$ cat src/rtl/keypad_pkg.sv
// keypad_pkg
//   Shared types and constants for the keypad-to-Hack keyboard bridge:
//   the bridge FSM states, the keypad index to Hack keycode table, and the
//   "no key" value shown on KBD.
package keypad_pkg;

    typedef enum logic [1:0] {
        IDLE = 2'd0,
        SHOW = 2'd1,
        GAP  = 2'd2
    } kbd_state_t;

    localparam logic [15:0] KBD_NONE = 16'd0;

    // Keypad layout, row*4+col:  1 2 3 A / 4 5 6 B / 7 8 9 C / * 0 # D
    localparam logic [7:0] KEY_CODES [0:15] = '{
        8'd49, 8'd50, 8'd51, 8'd65,
        8'd52, 8'd53, 8'd54, 8'd66,
        8'd55, 8'd56, 8'd57, 8'd67,
        8'd42, 8'd48, 8'd35, 8'd68
    };

    function automatic logic [15:0] key_to_code(input logic [3:0] key_index);
        return {8'd0, KEY_CODES[key_index]};
    endfunction

endpackage

$ cat src/rtl/keypad_fifo.sv
// keypad_fifo
//   Synchronous FIFO of 16-bit keycodes. When full, a push is still accepted
//   if a pop happens on the same edge (the pop frees the slot first).
//   Ports:
//     CLK, RESET_N   clock, synchronous active-low reset
//     push, wdata    write request and data (ignored when full without pop)
//     pop, rdata     read request; rdata is the current head (fall-through)
//     full, empty    occupancy flags
//     count          occupancy, 0..DEPTH (registered)
module keypad_fifo #(
    parameter int DEPTH = 4
) (
    input  logic                     CLK,
    input  logic                     RESET_N,
    input  logic                     push,
    input  logic [15:0]              wdata,
    input  logic                     pop,
    output logic [15:0]              rdata,
    output logic                     full,
    output logic                     empty,
    output logic [$clog2(DEPTH):0]   count
);

    localparam int AW = $clog2(DEPTH);

    logic [15:0]   mem [DEPTH];
    logic [AW-1:0] wr_ptr;
    logic [AW-1:0] rd_ptr;
    logic          do_push;
    logic          do_pop;

    assign full    = (count == (AW+1)'(DEPTH));
    assign empty   = (count == '0);
    assign do_pop  = pop && !empty;
    assign do_push = push && (!full || do_pop);
    assign rdata   = mem[rd_ptr];

    // Pointers wrap naturally because DEPTH is a power of two.
    always_ff @(posedge CLK) begin
        if (!RESET_N) begin
            wr_ptr <= '0;
            rd_ptr <= '0;
            count  <= '0;
        end else begin
            if (do_push) wr_ptr <= wr_ptr + 1'b1;
            if (do_pop)  rd_ptr <= rd_ptr + 1'b1;
            if (do_push && !do_pop)      count <= count + 1'b1;
            else if (do_pop && !do_push) count <= count - 1'b1;
        end
    end

    always_ff @(posedge CLK) begin
        if (do_push) mem[wr_ptr] <= wdata;
    end

endmodule

$ cat src/rtl/keypad_kbd_bridge.sv
// keypad_kbd_bridge
//   Turns single-cycle keypad scanner events into the Hack KBD word. Events
//   are mapped to keycodes and queued; the head is shown on KBD for
//   HOLD_CYCLES, then KBD reads 0 for GAP_CYCLES so repeated keys stay
//   distinguishable to the CPU.
//   Optional build macro: KEYPAD_ACK_EN adds ACK, which ends SHOW early.
//   Ports:
//     CLK, RESET_N          clock, synchronous active-low reset
//     KEY_INDEX, KEY_VALID  scanner event (row*4+col) and its strobe
//     ACK                   (KEYPAD_ACK_EN only) CPU consumed the key
//     KBD                   Hack keyboard word, 0 = no key
//     PENDING               queued events, including the one on KBD
//     OVERFLOW              sticky: an event was dropped on a full queue
//
//   state | meaning
//   IDLE  | KBD=0, waiting for a queued key
//   SHOW  | head keycode on KBD, counting HOLD_CYCLES
//   GAP   | KBD=0, counting GAP_CYCLES before the next key
module keypad_kbd_bridge
    import keypad_pkg::*;
#(
    parameter int DEPTH       = 4,
    parameter int HOLD_CYCLES = 50000,
    parameter int GAP_CYCLES  = 5000
) (
    input  logic                     CLK,
    input  logic                     RESET_N,
    input  logic [3:0]               KEY_INDEX,
    input  logic                     KEY_VALID,
`ifdef KEYPAD_ACK_EN
    input  logic                     ACK,
`endif
    output logic [15:0]              KBD,
    output logic [$clog2(DEPTH):0]   PENDING,
    output logic                     OVERFLOW
);

    localparam logic [15:0] HOLD_LAST = 16'(HOLD_CYCLES - 1);
    localparam logic [15:0] GAP_LAST  = 16'(GAP_CYCLES - 1);

    kbd_state_t  state;
    logic [15:0] cnt;
    logic [15:0] head_code;
    logic        fifo_full;
    logic        fifo_empty;
    logic        ack_hit;
    logic        show_done;

`ifdef KEYPAD_ACK_EN
    assign ack_hit = ACK;
`else
    assign ack_hit = 1'b0;
`endif

    // The head stays queued while shown; it is popped on the edge leaving SHOW.
    assign show_done = (state == SHOW) && ((cnt == HOLD_LAST) || ack_hit);

    keypad_fifo #(
        .DEPTH (DEPTH)
    ) u_fifo (
        .CLK     (CLK),
        .RESET_N (RESET_N),
        .push    (KEY_VALID),
        .wdata   (key_to_code(KEY_INDEX)),
        .pop     (show_done),
        .rdata   (head_code),
        .full    (fifo_full),
        .empty   (fifo_empty),
        .count   (PENDING)
    );

    always_ff @(posedge CLK) begin
        if (!RESET_N) begin
            OVERFLOW <= 1'b0;
        end else if (KEY_VALID && fifo_full && !show_done) begin
            OVERFLOW <= 1'b1;
        end
    end

    // Counter compares by equality only, so it cannot wrap past its limit.
    always_ff @(posedge CLK) begin
        if (!RESET_N) begin
            state <= IDLE;
            cnt   <= '0;
            KBD   <= KBD_NONE;
        end else begin
            case (state)
                IDLE: begin
                    if (!fifo_empty) begin
                        KBD   <= head_code;
                        cnt   <= '0;
                        state <= SHOW;
                    end
                end
                SHOW: begin
                    if (show_done) begin
                        KBD   <= KBD_NONE;
                        cnt   <= '0;
                        state <= GAP;
                    end else begin
                        cnt <= cnt + 16'd1;
                    end
                end
                GAP: begin
                    if (cnt == GAP_LAST) begin
                        cnt   <= '0;
                        state <= IDLE;
                    end else begin
                        cnt <= cnt + 16'd1;
                    end
                end
                default: begin
                    KBD   <= KBD_NONE;
                    cnt   <= '0;
                    state <= IDLE;
                end
            endcase
        end
    end

endmodule

$ cat config.mk
export PLATFORM = sky130hd
export DESIGN_NAME = keypad_kbd_bridge
export DESIGN_NICKNAME = d
export VERILOG_FILES = /design/src/rtl/keypad_pkg.sv /design/src/rtl/keypad_fifo.sv /design/src/rtl/keypad_kbd_bridge.sv
export SDC_FILE = /design/constraint.sdc
export NUM_CORES = 1
export LEC_CHECK = 0
export ABC_AREA = 0
export CAP_MARGIN = 20
export CORE_UTILIZATION = 25
export CTS_BUF_LIST = sky130_fd_sc_hd__clkbuf_8
export DETAILED_ROUTE_END_ITERATION = 6
export MAX_ROUTING_LAYER = met4
export SYNTH_ARGS = -nofsm -noshare
export SYNTH_HDL_FRONTEND = slang
export SYNTH_HIERARCHICAL = 1
export SYNTH_SLANG_ARGS = --single-unit
$ cat constraint.sdc
create_clock -name CLK -period 2.9 [get_ports CLK]
set_input_delay 0.58 -clock CLK [delete_from_list [all_inputs] [get_ports CLK]]
set_output_delay 0.58 -clock CLK [all_outputs]
set_load 0.01 [all_outputs]
==> metrics.md, run 1 <==
| Metric | Value |
|---|---|
| Status | finished clean |
| Cells on worst reg2reg path | 12 |
| Final worst-path cycle share | 0.903 |
| Post-synthesis async set-or-reset flop share | 0 |
| Cell taking the most area after synthesis | edfxtp_1 |
| Setup TNS Final | 0 ns |
| Power Total | 3700 µW |
| Hold Path End | KBD[0] |
| Wire per inst | 13.8 µm |
| Max VDD drop | ~0.29 mV |
| Ys Warns | 6 |
| Global-route total usage across every layer | 0.103 |
| Gr ovfl total | 0 |
| Core Area | 18700 µm² |
| DRC | 0 |
| Top cell type's share of synthesized area | 0.403 |
| Detailed-route via count | 3033 |
| Max-Cap Viols | 0 |
| Std-Cell Rows | 50 |
| Worst setup SP type | flop |
| Minimum clock period | ~2.6 ns |
| Diode count | 0 |
| Mean Syn Cell Area | between 10 and 15 µm² |
| Ranking of synthesized cells by area | edfxtp_1, dfxtp_1, mux4_2 |
| Critical path class | reg -> reg |
| Initial DRC count | between 150 and 200 |
| Starting Density | 0.255 |
| Post-synth EDFFs | 64 |
| Clock buffer depth | 2 |
| Initial antenna violation count | 0 |
| Ports | 27 |
| Dpl hpwl | 5.95 mm |
| Area delta synth->final | 18.5% |
| R2R Path End | u_fifo/count[2] |
| Worst EP required | 3.22 ns |
| P_leak | 0.00196 µW |
| Worst hold-check path type | reg -> reg |
| Setup crit end kind | flop |
| CTS hold repair buffers | 0 |
| CTS clk-pin slew, worst paths | about 0.11 ns |
| Remaining antenna violation count | 0 |
| #FFs+latches synth | between 100 and 150 |
| Max transition margin | 0.435 |
| Hold Crit Start | KBD[0] |
| CTS tree | yes |
| Final Net Count | 460 |
| Cells after Synth | 375 |
| Largest net degree at the start of global routing | 33 |
| Least-Margin Pin Slew | approximately 0.85 ns |
| Synthesized cell area | 4760 µm² |
| R2R Path Start | cnt[0] |
| Die width | 140 µm |
| Hold Path Depth | 2 |
| R2r setup slk | 0.28 ns |
| Synth Flop Type | edfxtp_1 |
| Die ar. | 19600 µm² |
| H-tree lvl count | 3 |
| Final Max Slew Viols | 0 |
| PwrDens | 656 nW/µm² |
| GPL Wtd Cong | around 0.8 |
| Vias in the first global route | 2973 |
| Maximum fanout along the worst path | 6 |
| First-pass GRT wire length | 15.3 mm |
| IO Port Bufs | 26 |
| WP data arrival | 2.94 ns |
| Layout cells sized above 1 | 0.116 |
| Root buf cell | clkbuf_8 |
| DRT Pass-1 Iters | 4 |
| Vias per cell | 4.49 |
| RSZ-0062 raised after global routing | false |
| Sequential fraction of the synthesis area | 0.588 |
| Final wirelength | 9.30 mm |
| Clock Skew | 0.0130 ns |
| Storage cell area | about 2800 µm² |
| Achievable frequency | 0.382 GHz |
| Multi-input logic area | slightly below 2000 µm² |
| Hold Fails Final Rpt | 0 |
| Worst-skew pair later-pin latency | ~0.37 ns |
| Fill cell count | around 1900 |
| Die H | 140 µm |
| Netlist cell types | 52 |
| Clock sinks | 108 |
| # setup viols final | 0 |
| CTS buffer count | 9 |
synthesized netlist by cell type, types with 10 or more instances:
| library cell | instances |
|---|---|
| edfxtp_1 | 64 |
| dfxtp_1 | 44 |
| nand3_1 | 43 |
| o21ai_0 | 28 |
| nand2_1 | 27 |
| ha_1 | 16 |
| inv_1 | 14 |
| clkbuf_1 | 13 |
| nor2_1 | 11 |
| a21oi_1 | 10 |
| mux4_2 | 10 |
through the flow:
stage / util / instance area (µm²) / worst slack, ns / cells / hold WS [ns]
after floorplan: - / 4910 / 0.107 / 410 / 0.453
after global placement: 0.290 / 5420 / 0.142 / 659 / 0.456
after detailed placement: 0.290 / 5420 / 0.0552 / 659 / 0.465
after CTS: 0.301 / 5630 / 0.0311 / 675 / 0.483
after global routing: 0.302 / 5650 / 0.0295 / 675 / 0.506
final: 0.302 / 5650 / 0.280 / 675 / 0.481
layout make-up:
cell class,instances,share of cell area
Inverter,14,0.00930
Multi-Input combinational cell,266,0.346
Clock inverter,7,0.0142
Clock buffer,9,0.0219
Sequential cell,108,0.497
Tap cell,234,0.0518
Timing Repair Buffer,37,0.0598
cells by family (layout without fill, tap and decap cells):
kind of cell,Yosys count,in the layout,synth area share
AO/OA/AOI/OAI,66,66,0.0932
AND/OR/NAND/NOR,120,120,0.133
adder cells (fa/ha/maj),17,17,0.0462
other,1,36,0.000787
flip-flops,108,108,0.588
buffers and inverters,36,67,0.0360
XOR/XNOR,4,4,0.00735
multiplexers,23,23,0.0953
worst max-delay path: stages (launching register included):
cell      delay (ns)
dfxtp_2         0.39
ha_4            0.17
nor4b_2         0.20
nand4_1         0.17
nor4_4          0.18
inv_1           0.10
a21boi_4        0.14
ha_1            0.19
inv_1           0.06
fa_1            0.37
xor2_1          0.16
or3_1           0.31
a21boi_1        0.14
power by group:
part	switching [µW]	total (µW)	internal, µW
clock network	540	956	416
registers	106	1910	1810
logic	476	835	359
cells in the final DEF, fill, tap and decap left out, types with 6 or more instances in the layout:
cell type / n
o21ai_0: 28
mux4_1: 6
nor2_1: 11
edfxtp_1: 64
a31oi_1: 8
dfxtp_1: 42
clkdlybuf4s50_1: 25
mux2i_1: 6
clkbuf_8: 9
nand3_1: 43
mux4_2: 10
ha_1: 15
and2_1: 8
a21oi_1: 10
buf_4: 11
nand2_1: 27
inv_1: 15
conb_1: 36
sequential cells by signal, indices dropped and copies added (netlist names), named ones only:
register,count
KBD,16
u_fifo/count,3
u_fifo/rd_ptr,2
u_fifo/wr_ptr,2
cnt,16
u_fifo/mem,64
state,2
OVERFLOW,1
how the worst max path moves through the flow:
stage,depth (start not counted),slack (ns),start,to
global route,12,0.03,cnt[0],u_fifo/count[2]
finish,12,0.28,cnt[0],u_fifo/count[2]
floorplan,12,0.11,cnt[0],u_fifo/count[2]
CTS,12,0.03,cnt[0],u_fifo/count[2]
global placement,12,0.14,cnt[0],u_fifo/count[2]
detailed placement,12,0.06,cnt[0],u_fifo/count[2]
per-layer routing:
layer,global-route usage,up-vias,part of all wire
met5,-,-,0
met4,0.0382,0,0.011
met3,0.0250,7,0.045
met2,0.166,75,0.48
met1,0.126,1453,0.46
li1,-,1498,-
repair_timing:
action | in CTS | in global routing
endpoints found under the setup margin | 0 | 1
resized for setup | 0 | 6
buffers inserted | 0 | 0
Note: power is estimated with default switching activity, not from simulation.
==> inputs of run 2 (changes only) <==
==> constraint.sdc (replaced) <==
create_clock -name CLK -period 2.9 [get_ports CLK]
set_input_delay 0.58 -clock CLK [delete_from_list [all_inputs] [get_ports CLK]]
set_output_delay 0.58 -clock CLK [all_outputs]
set_load 0.005 [all_outputs]
==> results of run 2 <==
The final DEF is identical to that of run 1. Status: finished clean.
Among the figures that moved: total power 3700 µW -> 3670 µW; worst IR drop on VDD 0.294 mV -> 0.293 mV
==> inputs of run 3 (changes only) <==
--- a/config.mk
+++ b/config.mk
@@ -6,7 +6,6 @@
 export NUM_CORES = 1
 export LEC_CHECK = 0
 export ABC_AREA = 0
-export CAP_MARGIN = 20
 export CORE_UTILIZATION = 25
 export CTS_BUF_LIST = sky130_fd_sc_hd__clkbuf_8
 export DETAILED_ROUTE_END_ITERATION = 6
==> results of run 3 <==
The final DEF is identical to that of run 1. Status: finished clean.
Among the figures that moved: total power 3700 µW -> 3670 µW; worst IR drop on VDD 0.294 mV -> 0.293 mV
